File: src/rtl/gmii_tx_pkg.sv
// Shared types and constants for the GMII transmit path (arbiter and packetisers).
package gmii_tx_pkg;

  typedef enum logic [1:0] {IDLE, PRE, DATA, IFG} tx_state_e;

  localparam logic [7:0] PREAMBLE_BYTE = 8'h55;
  localparam logic [7:0] SFD_BYTE      = 8'hD5;
  localparam int         PREAMBLE_LEN  = 8;

  localparam int FRAME_MIN_LEN    = 60;
  localparam int FRAME_MAX_LEN    = 1514;
  localparam int DEF_IFG_CYCLES   = 12;
  localparam int DEF_STARVE_LIMIT = 4;

endpackage

File: src/rtl/gmii_tx_arb_pick.sv
// Audio-first source pick with a starvation counter that forces a video grant
// after STARVE_LIMIT consecutive audio grants while video is waiting.
module gmii_tx_arb_pick
  import gmii_tx_pkg::*;
#(
  parameter int STARVE_LIMIT = DEF_STARVE_LIMIT
) (
  input  logic clk125,
  input  logic sys_rst_n,
  input  logic vid_req_i,
  input  logic aud_req_i,
  input  logic grant_i,
  output logic pick_valid_o,
  output logic pick_aud_o
);

  localparam int SW = $clog2(STARVE_LIMIT + 1);

  logic [SW-1:0] starve_q, starve_d;

  assign pick_valid_o = aud_req_i || vid_req_i;
  assign pick_aud_o   = aud_req_i && !(vid_req_i && (starve_q == SW'(STARVE_LIMIT)));

  always_comb begin
    starve_d = starve_q;
    if (grant_i) begin
      if (pick_aud_o && vid_req_i) begin
        starve_d = (starve_q == SW'(STARVE_LIMIT)) ? starve_q : starve_q + SW'(1);
      end else begin
        starve_d = '0;
      end
    end
  end

  always_ff @(posedge clk125 or negedge sys_rst_n) begin
    if (!sys_rst_n) begin
      starve_q <= '0;
    end else begin
      starve_q <= starve_d;
    end
  end

endmodule

File: src/rtl/gmii_tx_arbiter.sv
// Shares the GMII TX port between video and audio frame FIFOs: arbitrates, adds
// preamble/SFD, streams len bytes (read 2 cycles ahead of txd), then holds the IFG.
module gmii_tx_arbiter
  import gmii_tx_pkg::*;
#(
  parameter int IFG_CYCLES   = DEF_IFG_CYCLES,
  parameter int MIN_LEN      = FRAME_MIN_LEN,
  parameter int MAX_LEN      = FRAME_MAX_LEN,
  parameter int STARVE_LIMIT = DEF_STARVE_LIMIT
) (
  input  logic        clk125,
  input  logic        sys_rst_n,
  input  logic        vid_req,
  input  logic [10:0] vid_len,
  output logic        vid_rd,
  input  logic [7:0]  vid_data,
  output logic        vid_done,
  output logic        vid_drop,
  input  logic        aud_req,
  input  logic [10:0] aud_len,
  output logic        aud_rd,
  input  logic [7:0]  aud_data,
  output logic        aud_done,
  output logic        aud_drop,
  output logic [7:0]  txd,
  output logic        tx_en,
  output logic        busy,
  output logic        grant_aud
);

  localparam int IW = $clog2(IFG_CYCLES + 1);

  tx_state_e      state_q;
  logic [2:0]     pre_cnt_q;
  logic [10:0]    byte_cnt_q;
  logic [10:0]    len_q;
  logic [IW-1:0]  ifg_cnt_q;
  logic [7:0]     txd_q;
  logic           tx_en_q, rd_q, done_q, busy_q, grant_aud_q;
  logic           vid_drop_q, aud_drop_q;

  logic        pick_valid, pick_aud, arb_en, pick_ok, grant;
  logic [10:0] pick_len;
  logic [7:0]  src_data;

  gmii_tx_arb_pick #(.STARVE_LIMIT(STARVE_LIMIT)) u_pick (
    .clk125       (clk125),
    .sys_rst_n    (sys_rst_n),
    .vid_req_i    (vid_req),
    .aud_req_i    (aud_req),
    .grant_i      (grant),
    .pick_valid_o (pick_valid),
    .pick_aud_o   (pick_aud)
  );

  // A source still shows req during its drop pulse; skip that cycle so it is not dropped twice.
  assign arb_en   = (state_q == IDLE) && pick_valid && !vid_drop_q && !aud_drop_q;
  assign pick_len = pick_aud ? aud_len : vid_len;
  assign pick_ok  = (pick_len >= 11'(MIN_LEN)) && (pick_len <= 11'(MAX_LEN));
  assign grant    = arb_en && pick_ok;
  assign src_data = grant_aud_q ? aud_data : vid_data;

  always_ff @(posedge clk125 or negedge sys_rst_n) begin
    if (!sys_rst_n) begin
      state_q     <= IDLE;
      pre_cnt_q   <= '0;
      byte_cnt_q  <= '0;
      len_q       <= '0;
      ifg_cnt_q   <= '0;
      txd_q       <= '0;
      tx_en_q     <= 1'b0;
      rd_q        <= 1'b0;
      done_q      <= 1'b0;
      busy_q      <= 1'b0;
      grant_aud_q <= 1'b0;
      vid_drop_q  <= 1'b0;
      aud_drop_q  <= 1'b0;
    end else begin
      done_q     <= 1'b0;
      vid_drop_q <= 1'b0;
      aud_drop_q <= 1'b0;
      case (state_q)
        IDLE: begin
          if (arb_en) begin
            if (pick_ok) begin
              state_q     <= PRE;
              len_q       <= pick_len;
              grant_aud_q <= pick_aud;
              pre_cnt_q   <= '0;
              tx_en_q     <= 1'b1;
              txd_q       <= PREAMBLE_BYTE;
              busy_q      <= 1'b1;
            end else begin
              vid_drop_q <= !pick_aud;
              aud_drop_q <= pick_aud;
            end
          end
        end
        PRE: begin
          pre_cnt_q <= pre_cnt_q + 3'd1;
          // First read two cycles before the SFD leaves so byte 0 lands right behind it.
          if (pre_cnt_q == 3'(PREAMBLE_LEN - 3)) begin
            rd_q <= 1'b1;
          end
          if (pre_cnt_q == 3'(PREAMBLE_LEN - 2)) begin
            txd_q <= SFD_BYTE;
          end else if (pre_cnt_q == 3'(PREAMBLE_LEN - 1)) begin
            txd_q      <= src_data;
            byte_cnt_q <= len_q;
            state_q    <= DATA;
          end else begin
            txd_q <= PREAMBLE_BYTE;
          end
        end
        DATA: begin
          if (byte_cnt_q == 11'd1) begin
            state_q    <= IFG;
            tx_en_q    <= 1'b0;
            txd_q      <= '0;
            rd_q       <= 1'b0;
            byte_cnt_q <= '0;
            ifg_cnt_q  <= IW'(IFG_CYCLES);
          end else begin
            txd_q      <= src_data;
            byte_cnt_q <= byte_cnt_q - 11'd1;
            done_q     <= (byte_cnt_q == 11'd2);
            rd_q       <= (byte_cnt_q >= 11'd4);
          end
        end
        IFG: begin
          if (ifg_cnt_q == IW'(1)) begin
            state_q <= IDLE;
            busy_q  <= 1'b0;
          end else begin
            ifg_cnt_q <= ifg_cnt_q - IW'(1);
          end
        end
        default: state_q <= IDLE;
      endcase
    end
  end

  assign txd       = txd_q;
  assign tx_en     = tx_en_q;
  assign busy      = busy_q;
  assign grant_aud = grant_aud_q;
  assign vid_rd    = rd_q & ~grant_aud_q;
  assign aud_rd    = rd_q & grant_aud_q;
  assign vid_done  = done_q & ~grant_aud_q;
  assign aud_done  = done_q & grant_aud_q;
  assign vid_drop  = vid_drop_q;
  assign aud_drop  = aud_drop_q;

endmodule
File: config.mk
export PLATFORM = sky130hd
export DESIGN_NAME = gmii_tx_arbiter
export DESIGN_NICKNAME = d
export VERILOG_FILES = /design/src/rtl/gmii_tx_pkg.sv /design/src/rtl/gmii_tx_arb_pick.sv /design/src/rtl/gmii_tx_arbiter.sv
export SDC_FILE = /design/constraint.sdc
export NUM_CORES = 1
export LEC_CHECK = 0
export ABC_CLOCK_PERIOD_IN_PS = 2800
export BUFFER_PORTS_ARGS = -buffer_cell sky130_fd_sc_hd__buf_2
export CAP_MARGIN = 10
export CORE_MARGIN = 5
export CORE_UTILIZATION = 35
export DETAILED_ROUTE_END_ITERATION = 7
export GPL_ROUTABILITY_DRIVEN = 0
export SLEW_MARGIN = 10
export SYNTH_ARGS = -nofsm -noshare
export SYNTH_HDL_FRONTEND = slang
export SYNTH_SLANG_ARGS = --single-unit
File: constraint.sdc
create_clock -name clk125 -period 2.8 [get_ports clk125]
set_input_delay 0.56 -clock clk125 [delete_from_list [all_inputs] [get_ports clk125]]
set_output_delay 0.56 -clock clk125 [all_outputs]
set_load 0.01 [all_outputs]
Yosys cells after proc, flatten, opt, wreduce, memory -nomap -nowiden --
Index checks and enable logic that the tools add are counted.
Operators by class: mux-type cells 44, equal/unequal tests 19, add/sub/neg operators 4, reduce and logical (&&, ||, !) cells 30, $lt $le $gt $ge 3, bitwise gates (word level) 5
Operator list (count):
- 2-to-1 mux 8 bit | 6
- 2-to-1 mux 11 bit | 4
- one-hot mux 8 bit (3 select lines) | 1
- one-hot mux 11 bit (2 select lines) | 1
- != test 2 bit (second input constant) | 9
- AND reduction 3 bit | 5
- 2-to-1 mux 1 bit | 14
- == test 3 bit (second input constant) | 4
- 2-to-1 mux 2 bit | 6
- 2-to-1 mux 3 bit | 4
- == test 11 x 1 -> 1 bit (second input constant) | 1
- == test 11 x 2 -> 1 bit (second input constant) | 1
- greater-or-equal comparator 11 x 3 -> 1 bit (second input constant) | 1
- greater-or-equal comparator 11 x 6 -> 1 bit (second input constant) | 1
- <= comparator 11 bit (second input constant) | 1
- subtractor 11 x 1 -> 11 bit (second input constant) | 1
- nonzero test 2 bit | 5
- logical AND 1 bit | 8
- 2-to-1 mux 4 bit | 2
- one-hot mux 2 bit (4 select lines) | 1
- one-hot mux 4 bit (2 select lines) | 1
- AND reduction 4 bit | 2
- adder 3 x 1 -> 3 bit (second input constant) | 2
- one-hot mux 1 bit (2 select lines) | 3
- 13 further kinds | 21
Storage, ports and cells: flip-flop bits (word level) 49, input port bits 42, logic and storage cells 119, output and inout bits 17

Longest topological paths before layout --
Gate-level depths: netlist (run 1).
word-level depth 10, mapped depth 10, mapped depth without buffers 8

By module --
From an unflattened synthesis (run 1), not the netlist that was laid out.
Unflattened totals: cell total of the unflattened synthesis 317, area total of the unflattened synthesis 3044.2 µm²
By module, submodules not included:
- gmii_tx_arbiter | cells each 296, seq. area each 1151.1 µm², times used 1, area an instance 2840.2 µm²
- gmii_tx_arb_pick | cells each 21, seq. area each 75.1 µm², times used 1, area an instance 203.9 µm²

Worst setup path after synthesis (run 1) --
No wires, ideal clock.
path type reg2reg, start point register byte_cnt_q[1], end point register state_q[1], setup time 0.125 ns, clock period less this slack 2.217 ns, slack 0.583 ns, cell stages (with the launch flop) 9, buffers on the path 1, arrival time 2.092 ns, data required time 2.675 ns, cells stage by stage dfrtp_1 > inv_1 > ha_1 > or4b_1 > o41ai_4 > buf_6 > nand3_1 > a21oi_2 > mux2_2
On the way: longest elaborated chain between the ends 3
RTL lines:
- from (decl) | line gmii_tx_arbiter.sv:35 | logic [10:0] byte_cnt_q;
- from (signal assigned) | line gmii_tx_arbiter.sv:109 | byte_cnt_q <= len_q;
- from (signal assigned) | line gmii_tx_arbiter.sv:125 | byte_cnt_q <= byte_cnt_q - 11'd1;
- == test 11 x 1 -> 1 bit | line gmii_tx_arbiter.sv:116 | if (byte_cnt_q == 11'd1) begin
- != test 2 bit (no line)
- AND reduction 6 bit (no line)
- to (signal assigned) | line gmii_tx_arbiter.sv:110 | state_q <= DATA;
- to (signal assigned) | line gmii_tx_arbiter.sv:117 | state_q <= IFG;
- to (signal assigned) | line gmii_tx_arbiter.sv:132 | state_q <= IDLE;
- to (decl) | line gmii_tx_arbiter.sv:33 | tx_state_e state_q;
No other way between the ends. A chain may end at the register's enable or synchronous reset.

Worst setup path in the final report (run 1) --
start point register byte_cnt_q[1], end point register txd_q[5] (netlist: txd[5])
On the way: longest elaborated chain between the ends 3
RTL lines:
- == test 11 x 1 -> 1 bit | line gmii_tx_arbiter.sv:116
- 2-to-1 mux 8 bit | line gmii_tx_arbiter.sv:116
- one-hot mux 8 bit (3 select lines) | line gmii_tx_arbiter.sv:82 | case (state_q)
- to (signal assigned) | line gmii_tx_arbiter.sv:108 | txd_q <= src_data;
- to (signal assigned) | line gmii_tx_arbiter.sv:124 | txd_q <= src_data;
- to (decl) | line gmii_tx_arbiter.sv:38 | logic [7:0] txd_q;
No other way between the ends.

==> results_dict.tcl, run 1 <==
set metrics [dict create \
    vias 2397 \
    coreArea_um2 8220 \
    hpwl_um 5200 \
    maxCapViolCount 0 \
    syn_area_per_cell_um2 9.53 \
    hold_buffers 0 \
    cts_resized 0 \
    grt_max_degree 50 \
    drc 0 \
    setup_tns_ps 0 \
    finalHoldViolations 0 \
    p_per_area_nw_per_um2 1040 \
    required_ps 2990 \
    rrSetupSlack_ps 310 \
    postPlaceCellArea_um2 3340 \
    async_flop_share 1.00 \
    setup_viol 0 \
    drtIter0Drc 128 \
    final_antenna_net_count 0 \
    die_h_um 102 \
    fin_nets 424 \
    rsz0062_at_grt "false" \
    area_growth_pct 16.2 \
    min_path_type "in2async" \
    detail_route.wl_per_cell_um 14.2 \
    r2r-start "byte_cnt_q[1]" \
    drive_gt1_frac 0.245 \
    synthFlopType "dfrtp_1" \
    vias_per_cell 5.08 \
    io_buffers 58 \
    endpoint "txd[5]" \
    drv_slew 0 \
    drt_wl_total_um 6700 \
    worst_r2r_path_depth 8 \
    post-route-period-util 0.889 \
    ys_types 55 \
    outcome "complete, no violations" \
    post-route-cell-area_um2 3420 \
    yosysTopAreaCell "dfrtp_1" \
    layout_min_cycle_time_ps 2490 \
    antenna_cells 0 \
    syn_nets 367 \
    synthesis.area_um2 2950 \
    critPathLaunchType "flip-flop" \
    yosysWarnings 0 \
    root_buffer "clkbuf_8" \
    overflow 0 \
    yosysSeqAreaShare 0.416 \
    post-cts-setup-buffers 0 \
    cts_buffer_depth 2 \
    ys_ff_latch 49 \
    cp_max_fo 7 \
    cp-end-kind "flip-flop" \
    grt_usage 0.138 \
    ys_top_cells_by_area "dfrtp_1 (42%), ha_1 (6.8%), o21ai_0 (6.6%)" \
    grt_pass1_vias 2432 \
    clk_latency_ps 310 \
    initial_core_util 0.358 \
    max_freq_mhz 402 \
    r2r-end "txd[5]" \
    clock_sinks 49 \
    nFillCells 811 \
    tightestPinTransition_ps 658 \
    cts_buffers 5 \
    cts_tree "yes" \
    chipWidth_um 102 \
    critical_path_class "reg2reg" \
    ios 59 \
    crit_slowest_cell "or4b_1" \
    cp_slowest_stage_delay_ps 490 \
    arrival_ps 2680 \
    p_leak_nw 1.62 \
    worstPathCellList "inv_1 -> ha_1 -> or4b_1 -> o41ai_4 -> inv_2 -> o21ai_1 -> nor2_1 -> mux2_4" \
    rows 33 \
    crit_start "byte_cnt_q[1]" \
    synth.top_cell.area_share 0.416 \
    antenna_found_initial 0 \
    netlist_instances 309 \
    ir_drop_mv 0.404 \
    dieArea_um2 10400 \
    dr.pass1.iters 4 \
    htreeDepth 2 \
    path_clk_slew_ps 90 \
    clock_skew_ps 10.6 \
    worst_slew_margin_rel 0.562 \
    synth_edf_count 0 \
    grt_pass1_wl_um 11500 \
]
## cells by family after synthesis
| group | count (synthesis) | share of synthesized area |
|---|---|---|
| AO/OA/AOI/OAI | 88 | 0.193 |
| buffers and inverters | 29 | 0.0433 |
| AND/OR/NAND/NOR | 97 | 0.164 |
| adder cells (fa/ha/maj) | 16 | 0.0680 |
| XOR/XNOR | 2 | 0.00595 |
| flip-flops | 49 | 0.416 |
| multiplexers | 28 | 0.110 |
## per-layer routing
metal  global-route usage  share of wire
met1                0.193           0.49
met2                0.212           0.44
met4               0.0491          0.015
met3               0.0275          0.052
met5                    0              0
## cells in the final DEF (no fill, tap or decap), types with 5 or more instances in the layout
cell      count
and2_1        5
nand3_1       5
ha_1         16
mux2i_1      18
nor3_1        6
mux2_4        8
o21ai_0      39
a21oi_1      14
a22oi_1       7
clkbuf_8      5
nand2_1      28
nor2_1       28
inv_1        15
buf_4         5
dfrtp_1      49
buf_2        58
## cell usage after synthesis, types with 2 or more instances
cell / number
a31oi_1: 2
a211oi_1: 2
a21o_1: 3
and2_1: 5
buf_6: 2
a22oi_1: 7
o21ba_2: 2
ha_1: 16
a32o_1: 4
clkbuf_1: 7
buf_2: 3
or3_1: 2
mux2i_1: 18
nand3_1: 5
dfrtp_1: 49
nor4_1: 2
o22ai_1: 2
inv_1: 15
o21ai_0: 39
nand4_1: 3
nand2_1: 28
xnor2_1: 2
nor3_1: 6
mux2_4: 8
a21oi_1: 14
nor2_1: 28
nor2b_1: 4
nand2b_1: 4
## cell type report
type	instances	area, um^2	share of cell area
multi-input combinational	231	1590	0.465
sequential	49	1230	0.358
timing repair buffer	63	328	0.0958
tap	105	131	0.0384
clock buffer	6	72.6	0.0212
inverter	16	60.1	0.0175
clock inverter	2	13.8	0.00402
## stage by stage
stage | power, mW | worst slack [ps] | hold WS (ps) | instances | utilization
after detailed placement | 3.20 | 247 | 474 | 464 | 0.406
after global placement | 3.14 | 289 | 470 | 464 | 0.406
final | 3.58 | 311 | 345 | 472 | 0.417
after CTS | 3.62 | 309 | 372 | 472 | 0.417
after floorplan | 2.70 | 583 | 264 | 309 | -
after global routing | 3.93 | 163 | 410 | 472 | 0.417
## worst max-delay path, delay by kind of cell (launching register included)
kind	cells	cell delay (ps)
DFF	1	420
muxes	1	270
AOI/OAI and AO/OA	2	710
buffers and inverters	2	230
and+or+nand+nor	2	590
adders and majority gates	1	170
## how the worst min path moves through the flow
stage                      end  slack (ps)  depth (start not counted)       from
floorplan             aud_drop         260                          0  sys_rst_n
global placement      len_q[1]         470                          2   len_q[1]
detailed placement    len_q[1]         470                          2   len_q[1]
CTS                   len_q[1]         370                          2  sys_rst_n
global route        state_q[0]         410                          2  sys_rst_n
finish                len_q[6]         350                          2  sys_rst_n
## report_power, final
group,internal (mW),switching (mW)
Sequential,1.02,0.282
Combinational,0.846,1.01
Clock,0.178,0.239
Total,2.04,1.53
## sequential cells by signal (all words and copies together) (netlist names)
signal,count
grant_aud,1
busy,1
ifg_cnt_q,4
done_q,1
aud_drop,1
state_q,2
byte_cnt_q,11
u_pick.starve_q,3
rd_q,1
tx_en,1
txd,8
vid_drop,1
len_q,11
pre_cnt_q,3
No activity file was read; power rests on OpenSTA's default activity.
==> run 2: changes to the inputs <==
CORE_ASPECT_RATIO = 0.8   (was default)
==> run 2 against run 1 <==
  * Wire length is 5.4% higher
  * Maximum frequency about the same
  * Die area is 0.11% higher
  * Setup slack improved by 2.4 ps
  * Non-clock buffer count stayed put
  * Flip-flop and latch count unchanged
  * Critical path type unchanged
==> results_dict.tcl, run 2 (synthesized netlist as in run 1, its figures left out) <==
set metrics [dict create \
    outcome "complete, no violations" \
    nFillCells 826 \
    worstPathCellList "inv_1 -> ha_1 -> or4b_1 -> o41ai_4 -> buf_4 -> inv_2 -> o21ai_1 -> nor2_1 -> mux2_4" \
    setup_tns_ps 0 \
    cts_resized 0 \
    layout_commonest_cell "buf_2" \
    clk_latency_ps 300 \
    crit_slowest_cell "or4b_1" \
    clock_sinks 49 \
    initial_core_util 0.353 \
    cp_slowest_stage_delay_ps 490 \
    dr.pass1.iters 4 \
    worst_slew_margin_rel 0.584 \
    place_ws_ps 232 \
    grt_usage 0.138 \
    max_freq_mhz 402 \
    setup_viol 0 \
    cts_tree "yes" \
    drv_slew 0 \
    overflow 0 \
    root_buffer "clkbuf_8" \
    p_per_area_nw_per_um2 1070 \
    grt_max_degree 50 \
    io_buffers 58 \
    p_leak_nw 1.63 \
    place_inst 470 \
    ios 59 \
    post-cts-setup-buffers 0 \
    cp_max_fo 6 \
    critical_path_class "reg2reg" \
    finalHoldViolations 0 \
    cts_buffer_depth 2 \
    vias_per_cell 5.00 \
    cts_buffers 5 \
    die_h_um 92.1 \
    final_antenna_net_count 0 \
    area_growth_pct 17.4 \
    coreArea_um2 8330 \
    required_ps 3000 \
    path_clk_slew_ps 90 \
    worst_slack_ps 314 \
    detail_route.wl_per_cell_um 14.7 \
    cp-end-kind "flip-flop" \
    post-route-period-util 0.888 \
    rsz0062_at_grt "false" \
    hpwl_um 5410 \
    layout_common_cells "buf_2 (58), dfrtp_1 (49), o21ai_0 (39), nor2_1 (28), nand2_1 (28)" \
    chipWidth_um 113 \
    post-route-cell-area_um2 3460 \
    hold_buffers 0 \
    tightestPinTransition_ps 624 \
    htreeDepth 2 \
    clock_skew_ps 7.68 \
    ir_drop_mv 0.573 \
    layout_min_cycle_time_ps 2490 \
    maxCapViolCount 0 \
    grt_pass1_vias 2361 \
    min_path_type "in2async" \
    dieArea_um2 10400 \
    rows 30 \
    vias 2397 \
    antenna_cells 0 \
    instances_no_fill 479 \
    antenna_found_initial 0 \
    drive_gt1_frac 0.248 \
    grt_pass1_wl_um 11900 \
    arrival_ps 2680 \
    fin_nets 424 \
    cp_num_buf_inv 3 \
    postPlaceCellArea_um2 3340 \
    drtIter0Drc 108 \
    path_delay_family "simple AND/OR/NAND/NOR gates" \
    drt_wl_total_um 7060 \
    drc 0 \
    critPathLaunchType "flip-flop" \
]
## run 2: changes by cell type in the layout (fill, tap and decap cells not counted), sizes merged
cell,previous run,this run
clkbuf,6,5
bufinv,0,1
## run 2: area by class of cell
type                            count  area (um^2)  area share
Clock inverter                      3         43.8      0.0127
Multi-Input combinational cell    231         1590       0.460
Inverter                           16         60.1      0.0174
Tap cell                          112          140      0.0405
Timing Repair Buffer               63          328      0.0948
Sequential cell                    49         1230       0.355
Clock buffer                        5         68.8      0.0199
## run 2: power by group
part           leakage, nW  switching, mW  internal [mW]
Clock               0.0585          0.242          0.268
Sequential           0.613          0.292           1.02
Combinational        0.959           1.02          0.848
Total                 1.63           1.55           2.13
## run 2: per-stage QoR
stage | utilization | hold slack (ps) | power [mW]
detailed placement | 0.401 | 477 | 3.18
global placement | 0.401 | 476 | 3.14
global route | 0.415 | 397 | 4.04
finish | 0.415 | 355 | 3.68
CTS | 0.414 | 378 | 3.71
floorplan | - | 264 | 2.70
## run 2: worst paths after layout
| kind | end | startpoint | cells after the start | slack [ps] |
|---|---|---|---|---|
| worst max-delay path | txd[3] | byte_cnt_q[1] | 9 | 310 |
| worst min-delay path | byte_cnt_q[8] | sys_rst_n | 2 | 350 |
| worst max register to register | txd[3] | byte_cnt_q[1] | 9 | 310 |
| worst min register to register | len_q[4] | len_q[4] | 2 | 500 |
| max in group asynchronous | state_q[0] | sys_rst_n | 2 | 2020 |
| min in group clk125 | len_q[4] | len_q[4] | 2 | 500 |
## run 2: layer usage
| layer | GRT usage | share of wire |
|---|---|---|
| met3 | 0.0297 | 0.040 |
| met2 | 0.197 | 0.43 |
| met4 | 0.0340 | 0.0078 |
| met1 | 0.211 | 0.52 |
| met5 | 0 | 0 |
==> run 3: changes to the inputs <==
ABC_AREA = 1   (was default)
SKIP_CTS_REPAIR_TIMING = 1   (was default)
==> run 3 against run 2 <==
  * Utilization increased by 0.62 points
  * Area after synthesis increased by 3.4%
  * Combinational power increased by 3%
  * Hold slack got worse by 180 ps
  * Non-clock buffer count increased by 3
  * Via count increased by 13%
  * Critical path depth increased by 6
  * Sequential share of layout area decreased by 1.1 points
  * Power decreased by 0.44%
  * Register-to-register slack improved by 20 ps
  * Synthesized cell count increased by 28%
  * Clock power increased by 4.5%
  * Critical path type unchanged
  * Largest power group unchanged
==> results_dict.tcl, run 3 <==
set metrics [dict create \
    outcome "complete, no violations" \
    ys_top_cells_by_area "dfrtp_1 (40%), nand2_1 (14%), ha_1 (6.6%)" \
    r2r-start "u_pick.starve_q[0]" \
    drt_wl_total_um 7230 \
    cts_tree "yes" \
    root_buffer "clkbuf_8" \
    ios 59 \
    drtIter0Drc 107 \
    cp-end-kind "flip-flop" \
    setup_viol 0 \
    worst_slew_margin_rel 0.673 \
    critPathLaunchType "flip-flop" \
    instances_no_fill 571 \
    synthFlopType "dfrtp_1" \
    min_path_type "in2async" \
    ys_ff_latch 49 \
    ys_types 36 \
    register_area_um2 1230 \
    nFillCells 892 \
    drv_slew 0 \
    synth.top_cell.area_share 0.402 \
    p_leak_nw 1.90 \
    rsz0062_at_grt "false" \
    layout_min_cycle_time_ps 2470 \
    htreeDepth 2 \
    maxCapViolCount 0 \
    clock_skew_ps 3.91 \
    synth_common_cells "nand2_1 (112), dfrtp_1 (49), inv_1 (45), nor2_1 (31), o21ai_0 (30)" \
    hpwl_um 5470 \
    layout_common_cells "nand2_1 (112), buf_2 (58), dfrtp_1 (49), inv_1 (45), nor2_1 (31)" \
    initial_core_util 0.359 \
    clk_latency_ps 300 \
    async_flop_share 1.00 \
    netlist_instances 397 \
    vias_per_cell 4.74 \
    vias 2709 \
    drc 0 \
    cp_num_buf_inv 1 \
    post-route-period-util 0.881 \
    syn_nets 455 \
    antenna_found_initial 0 \
    arrival_ps 2670 \
    coreArea_um2 8480 \
    synthesis.area_um2 3050 \
    area_growth_pct 17.3 \
    io_buffers 58 \
    grt_usage 0.144 \
    tightestPinTransition_ps 489 \
    rrSetupSlack_ps 330 \
    worst_r2r_path_depth 15 \
    final_antenna_net_count 0 \
    cts_buffers 5 \
    detail_route.wl_per_cell_um 12.7 \
    fin_nets 516 \
    path_delay_family "simple AND/OR/NAND/NOR gates" \
    max_freq_mhz 405 \
    cp_slowest_stage_delay_ps 400 \
    dr.pass1.iters 5 \
    antenna_cells 0 \
    ir_drop_mv 0.344 \
    cts_buffer_depth 2 \
    die_h_um 93.5 \
    rows 30 \
    synth_edf_count 0 \
    synth.most_common_cell "nand2_1" \
    path_clk_slew_ps 90 \
    multi_input_area_um2 1570 \
    cpMostUsedCell "nand2_1" \
    place_inst 563 \
    grt_pass1_wl_um 12500 \
    yosysWarnings 0 \
    r2r-end "txd[4]" \
    worstPathCellList "inv_1 -> ha_1 -> nand3_4 -> nand2_4 -> nand2_1 -> o21ai_1 -> nand2_1 -> nor2_1 -> nand3_1 -> nand2_2 -> nand3_4 -> nand2_4 -> nand2_2 -> nand2_1 -> nand2_1" \
    drive_gt1_frac 0.211 \
    layout_commonest_cell "nand2_1" \
    grt_pass1_vias 2583 \
    yosysTopAreaCell "dfrtp_1" \
    critical_path_class "reg2reg" \
    required_ps 3010 \
    syn_area_per_cell_um2 7.67 \
    p_per_area_nw_per_um2 1030 \
    yosysSeqAreaShare 0.402 \
    dieArea_um2 10700 \
    clock_sinks 49 \
    chipWidth_um 114 \
    cp_max_fo 17 \
    finalHoldViolations 0 \
    grt_max_degree 33 \
    overflow 0 \
    crit_slowest_cell "dfrtp_1" \
    setup_tns_ps 0 \
]
[run 3: cell types whose count changed after synthesis, moves of 4 or more]
cell | before | now
nand2_1 | 28 | 112
inv_1 | 15 | 45
nand3_1 | 5 | 25
mux2i_1 | 18 | 1
o21ai_0 | 39 | 30
mux2_4 | 8 | 0
nand3_2 | 1 | 8
nand2_2 | 0 | 6
and2_1 | 5 | 0
xor2_1 | 0 | 5
a32o_1 | 4 | 0
nand2b_1 | 4 | 0
nor2b_1 | 4 | 0
[run 3: logic make-up after synthesis]
| kind of cell | Yosys count | synth area share |
|---|---|---|
| simple gates | 201 | 0.304 |
| xor+xnor | 6 | 0.0172 |
| mux | 1 | 0.00329 |
| fa+ha+maj | 16 | 0.0657 |
| compound gates | 66 | 0.124 |
| buf+inv | 58 | 0.0830 |
| flops | 49 | 0.402 |
[run 3: worst max-delay path by stage]
stage	start	cells after the start	slack, ps	to
global route	u_pick.starve_q[0]	15	60	txd[3]
CTS	u_pick.starve_q[0]	15	330	txd[1]
floorplan	u_pick.starve_q[0]	17	780	pre_cnt_q[0]
finish	u_pick.starve_q[0]	15	330	txd[4]
global placement	u_pick.starve_q[0]	15	460	txd[7]
detailed placement	vid_req	14	350	txd[2]
[run 3: final cells by class]
type                    instances  area share
inverters                      46      0.0483
flip-flops and latches         49       0.343
multi-input cells             290       0.439
repair buffers                 66      0.0980
clock inverters                 1     0.00840
clock buffers                   7      0.0242
well taps                     112      0.0392
[run 3: metrics by stage]
step	setup WS, ps	instance area, um^2	total power [mW]	hold slack, ps	util
detailed placement	353	3460	3.14	461	0.408
finish	333	3570	3.67	172	0.421
global route	62.3	3570	4.07	188	0.421
CTS	333	3570	3.70	183	0.421
global placement	460	3460	3.12	458	0.408
floorplan	778	3050	2.63	264	-
[run 3: report_power, final]
group          leakage, nW  switching [mW]  internal, mW  total [mW]
Combinational         1.23            1.22         0.699        1.92
Clock               0.0585           0.241         0.292       0.533
Sequential           0.614           0.203          1.01        1.22
[run 3: metal layers]
| metal | GRT usage | share of wire |
|---|---|---|
| met2 | 0.208 | 0.43 |
| met5 | 0 | 0 |
| met1 | 0.218 | 0.50 |
| met3 | 0.0343 | 0.063 |
| met4 | 0.0277 | 0.0057 |
